$ cat src/rtl/lc3b_types.sv
// Shared LC-3b word type, performance-counter index map, window base address
// and the responder state encoding.
package lc3b_types;

    typedef logic [15:0] lc3b_word;

    typedef enum logic [2:0] {
        PERF_ICACHE_HIT    = 3'd0,
        PERF_ICACHE_MISS   = 3'd1,
        PERF_DCACHE_HIT    = 3'd2,
        PERF_DCACHE_MISS   = 3'd3,
        PERF_L2_HIT        = 3'd4,
        PERF_L2_MISS       = 3'd5,
        PERF_BR            = 3'd6,
        PERF_BR_MISPREDICT = 3'd7
    } perf_idx_t;

    localparam lc3b_word PERF_BASE_ADDR = 16'hFFF8;
    localparam int       PERF_NUM_CTRS  = 8;

    typedef enum logic [1:0] {
        ST_IDLE = 2'd0,
        ST_RESP = 2'd1,
        ST_WAIT = 2'd2
    } perf_state_t;

endpackage

$ cat src/rtl/perf_counter.sv
// Single event counter with synchronous load; wraps by default, or sticks at
// all-ones when PERF_SATURATE_EN is defined.
module perf_counter #(
    parameter int CTR_WIDTH = 16
) (
    input  logic                 clk,
    input  logic                 reset_n,
    input  logic                 inc,
    input  logic                 load,
    input  logic [CTR_WIDTH-1:0] load_val,
    output logic [CTR_WIDTH-1:0] count
);

    // A load on the same edge as an event takes priority; the event is dropped.
    always_ff @(posedge clk or negedge reset_n) begin
        if (!reset_n) begin
            count <= '0;
        end else if (load) begin
            count <= load_val;
        end else if (inc) begin
`ifdef PERF_SATURATE_EN
            if (count != '1) begin
                count <= count + 1'b1;
            end
`else
            count <= count + 1'b1;
`endif
        end
    end

endmodule

$ cat src/rtl/perf_counter_bank.sv
// Eight event counters exposed as a read/write window on the memory bus.
// Build option: PERF_SATURATE_EN makes counters saturate instead of wrapping.
module perf_counter_bank
    import lc3b_types::*;
#(
    parameter int       CTR_WIDTH = 16,
    parameter lc3b_word BASE_ADDR = PERF_BASE_ADDR
) (
    input  logic     clk,
    input  logic     reset_n,
    input  logic     count_en,
    input  logic     icache_hit_ev,
    input  logic     icache_miss_ev,
    input  logic     dcache_hit_ev,
    input  logic     dcache_miss_ev,
    input  logic     l2_hit_ev,
    input  logic     l2_miss_ev,
    input  logic     br_ev,
    input  logic     br_mispredict_ev,
    input  logic     read,
    input  logic     write,
    input  lc3b_word address,
    input  lc3b_word wdata,
    output lc3b_word rdata,
    output logic     resp,
    output logic     hit
);

    // Handshake: a request (read or write held high with a stable address) is
    // taken in IDLE when hit=1; resp pulses high for exactly one cycle on the
    // next cycle, and the requester must drop read/write before another
    // request is taken, so a held request is serviced only once.

    perf_state_t            state;
    logic [7:0]             ev;
    logic [2:0]             idx;
    logic                   in_window;
    logic                   wr_accept;
    logic [CTR_WIDTH-1:0]   counts [PERF_NUM_CTRS];

    assign idx       = address[2:0];
    assign in_window = (address[15:3] == BASE_ADDR[15:3]);
    assign hit       = in_window && (read || write);
    // Read has priority when both strobes are high.
    assign wr_accept = (state == ST_IDLE) && hit && write && !read;

    always_comb begin
        ev                     = '0;
        ev[PERF_ICACHE_HIT]    = icache_hit_ev;
        ev[PERF_ICACHE_MISS]   = icache_miss_ev;
        ev[PERF_DCACHE_HIT]    = dcache_hit_ev;
        ev[PERF_DCACHE_MISS]   = dcache_miss_ev;
        ev[PERF_L2_HIT]        = l2_hit_ev;
        ev[PERF_L2_MISS]       = l2_miss_ev;
        ev[PERF_BR]            = br_ev;
        ev[PERF_BR_MISPREDICT] = br_mispredict_ev;
    end

    for (genvar g = 0; g < PERF_NUM_CTRS; g++) begin : g_ctr
        perf_counter #(
            .CTR_WIDTH(CTR_WIDTH)
        ) u_ctr (
            .clk     (clk),
            .reset_n (reset_n),
            .inc     (ev[g] && count_en),
            .load    (wr_accept && (idx == 3'(g))),
            .load_val(wdata[CTR_WIDTH-1:0]),
            .count   (counts[g])
        );
    end

    // rdata captures the counter value from before this edge's increment.
    always_ff @(posedge clk or negedge reset_n) begin
        if (!reset_n) begin
            state <= ST_IDLE;
            rdata <= '0;
            resp  <= 1'b0;
        end else begin
            case (state)
                ST_IDLE: begin
                    resp <= 1'b0;
                    if (hit) begin
                        if (read) begin
                            rdata <= 16'(counts[idx]);
                        end
                        resp  <= 1'b1;
                        state <= ST_RESP;
                    end
                end
                ST_RESP: begin
                    resp  <= 1'b0;
                    state <= ST_WAIT;
                end
                ST_WAIT: begin
                    resp <= 1'b0;
                    if (!read && !write) begin
                        state <= ST_IDLE;
                    end
                end
                default: begin
                    resp  <= 1'b0;
                    state <= ST_IDLE;
                end
            endcase
        end
    end

endmodule
$ cat config.mk
export PLATFORM = sky130hd
export DESIGN_NAME = perf_counter_bank
export DESIGN_NICKNAME = d
export VERILOG_FILES = /design/src/rtl/lc3b_types.sv /design/src/rtl/perf_counter.sv /design/src/rtl/perf_counter_bank.sv
export SDC_FILE = /design/constraint.sdc
export NUM_CORES = 1
export LEC_CHECK = 0
export ABC_AREA = 0
export ABC_CLOCK_PERIOD_IN_PS = 6000
export BUFFER_PORTS_ARGS = -buffer_cell sky130_fd_sc_hd__buf_4
export CORE_UTILIZATION = 30
export CTS_CLUSTER_DIAMETER = 30
export DETAILED_ROUTE_END_ITERATION = 8
export HOLD_SLACK_MARGIN = 0.12
export SLEW_MARGIN = 20
export SYNTH_ARGS = -nofsm -noshare
export SYNTH_HDL_FRONTEND = slang
export SYNTH_HIERARCHICAL = 1
export SYNTH_SLANG_ARGS = --single-unit
$ cat constraint.sdc
create_clock -name clk -period 6 [get_ports clk]
set_clock_uncertainty 0.15 [all_clocks]
set_input_delay 1.2 -clock clk [delete_from_list [all_inputs] [get_ports clk]]
set_output_delay 1.2 -clock clk [all_outputs]
set_load 0.005 [all_outputs]
==> impl_metrics.yaml <==
logic_synthesis:
  ys_seq_area_share_pct: 38.4
  synth_cell_types: 44
  syn_avg_cell_area_sq_um: 10.4
  ys_warn_count: 6
  syn_area_sq_um: 9580
  synth_fp_nets: 977
  syn_inst: 924
  synth_top_family_by_area: "simple AND/OR/NAND/NOR gates"
  yosys-mux-area-fraction_pct: 13.7
  synthSimpleGateAreaFrac_pct: 25.0
  synth_compound_area_share_pct: 8.83
  yosys.area_share.adder_pct: 1.04
  ys_ff_latch: 147
  synth_xor_area_share_pct: 8.78
cts:
  htreeDepth: 4
  cts_buffers: 17
  path_clk_slew_ns: 0.06
  root_buffer: "clkbuf_16"
  cts_setup_buffers: 0
  clk_path_buf_depth: 2
  cts_sinks: 147
  hold_buffers: 0
  post_cts_resized: 0
  cts_tree: "yes"
  clock_latency_ns: 0.43
pwr:
  p_leak_nw: 4.33
  seqPwrFrac_pct: 46.4
  swShare_pct: 31.3
  p_total_mw: 3.08
  intPower_mw: 2.11
  powerDensity_nw_per_um2: 280
  combPwrFrac_pct: 16.5
  p_sw_mw: 0.963
  peakVddDrop_uv: 202
  power.clock.fraction_pct: 37.1
finish:
  seqCellArea_sq_um: 3680
  final_cell_mix: "dfrtp_1, nand2_1, o21ai_0"
  nets: 1013
  drive_above_1_share_pct: 22.4
  multi_input_area_sq_um: 5540
  syn2layout_area_growth_pct: 14.7
  instances_no_fill: 1374
  fillCellCount: 3102
  final_common_cell: "dfrtp_1"
  diodes: 0
placement:
  place_congestion: 0.855
  port_buffers: 62
  dp_hpwl_mm: 18.5
  dp.cells: 1343
route:
  dr.pass1.iters: 7
  wl_per_cell_um: 18.4
  first_iter_violations: 603
  vias_per_cell: 5.25
  ant_nets: 0
  finalWirelength_mm: 25.3
  num_vias: 7216
  drcViolationCount: 0
global_routing:
  track_usage_pct: 16.0
  grt_pass1_vias: 6929
  antenna_found_initial: 0
  grt_pass1_wl_mm: 40.3
  grt_max_degree: 106
  grt-ovfl-total: 0
timing:
  fmax_mhz: 291
  worstMarginPinSlew_ns: 0.895
  period_needed_ns: 3.44
  hold_viol_final: 0
  maxSlewHeadroom_pct: 40.3
  tns_ns: 0
  fin_crit_sh_pct: 57.3
  drv_slew: 0
  setup_viol: 0
  rsz0062_at_grt: "no"
worst_setup_path:
  required_ns: 4.65
  cp_max_fo: 2
  crit_path_start_kind: "input port"
  endpoint_kind: "primary output"
  worstSetupPathType: "in -> out"
  worstPathArrival_ns: 2.09
status:
  status: "completed"
die:
  die_area_sq_um: 32700
  die_h_um: 181
  fp-row-count: 65
  io_pins: 63
  core_sq_um: 31500
  die_width_um: 181
  start_util_pct: 30.4
hold_path:
  hold_path.class: "reg -> reg"
run:
  maxCapViolCount: 0
[cell usage after synthesis, drive strengths merged]
cell type | count | share of area, %
inv | 33 | 1.3
mux2i | 9 | 0.94
xor2 | 40 | 3.7
buf | 24 | 1.9
a311o | 8 | 0.84
o31a | 16 | 1.5
and4 | 33 | 3.3
nor4 | 19 | 3.0
mux4 | 32 | 8.5
ha | 8 | 1.0
nand4 | 41 | 5.2
and3 | 16 | 1.1
and4b | 1 | 0.10
nor2 | 31 | 1.4
nand2 | 146 | 5.7
nor3b | 1 | 0.078
dfrtp | 147 | 38
clkbuf | 27 | 1.1
mux2 | 32 | 4.2
and2 | 8 | 0.52
nor4b | 1 | 0.25
a31oi | 16 | 1.0
nand3 | 36 | 1.9
or3b | 1 | 0.091
nand3b | 2 | 0.16
nand2b | 16 | 1.0
nor3 | 19 | 1.0
xnor2 | 56 | 5.1
o21ai | 105 | 5.5
[per-layer routing]
metal	GRT usage (%)	vias up	wire (um)
met4	4.89	0	465
met2	23.5	209	11100
met3	2.68	38	1160
li1	-	3431	-
met1	23.7	3538	12600
met5	0	-	0
[metrics by stage]
stage | worst slack, ns | utilization (%) | hold slack (ns) | cell area [sq um]
2_1_floorplan | 2.75 | - | 0.314 | 9580
3_3_place_gp | 2.38 | 32.9 | 0.333 | 10300
3_5_place_dp | 2.27 | 32.9 | 0.339 | 10300
4_1_cts | 2.55 | 34.8 | 0.347 | 11000
5_1_grt | 2.41 | 34.9 | 0.364 | 11000
6_report | 2.56 | 34.9 | 0.345 | 11000
[sequential cells by signal (all words and copies together), names as in the netlist]
name	count
rdata	16
state	2
g_ctr.u_ctr/count	128
resp	1
[final timing paths]
check	from	end	slack, ns	cells after the start
min in group asynchronous	reset_n	g_ctr[0].u_ctr/count[15]$_DFFE_PN0P_	0.76	1
max	address[12]	hit	2.56	5
max in group asynchronous	reset_n	g_ctr[7].u_ctr/count[2]$_DFFE_PN0P_	3.77	2
min	state[1]$_DFFE_PN0P_	state[1]$_DFFE_PN0P_	0.35	1
min reg2reg	state[1]$_DFFE_PN0P_	state[1]$_DFFE_PN0P_	0.35	1
max reg2reg	state[0]$_DFFE_PN0P_	g_ctr[7].u_ctr/count[13]$_DFFE_PN0P_	3.71	5
[worst max-delay path, cell delays in order]
cell and delay [ns]:
buf_4 0.07, and4_1 0.21, nand3_1 0.15, nor4_1 0.30, buf_4 0.16
[final cells by class]
cell class	instances	share of cell area, %
clock buffer	22	4.23
clock inverter	9	1.40
inverter	33	1.13
multi-input combinational	693	50.5
sequential	147	33.5
tap	402	4.58
timing repair buffer	68	4.70
[power by group through the flow]
stage                     Clock [mW]  Combinational (mW)  Sequential, mW
after global routing            1.20               0.575            1.46
final                           1.14               0.507            1.43
after detailed placement           0               0.505            1.44
after floorplan                    0               0.417            1.32
after global placement             0               0.489            1.44
after CTS                       1.17               0.510            1.43
[cell families (layout without fill, tap and decap cells)]
| group | Yosys count | after routing |
|---|---|---|
| flip-flops | 147 | 147 |
| adder cells (fa/ha/maj) | 8 | 8 |
| AO/OA/AOI/OAI | 145 | 145 |
| AND/OR/NAND/NOR | 371 | 371 |
| buffers and inverters | 84 | 132 |
| XOR/XNOR | 96 | 96 |
| multiplexers | 73 | 73 |
Power figures use the tool's default switching activity.
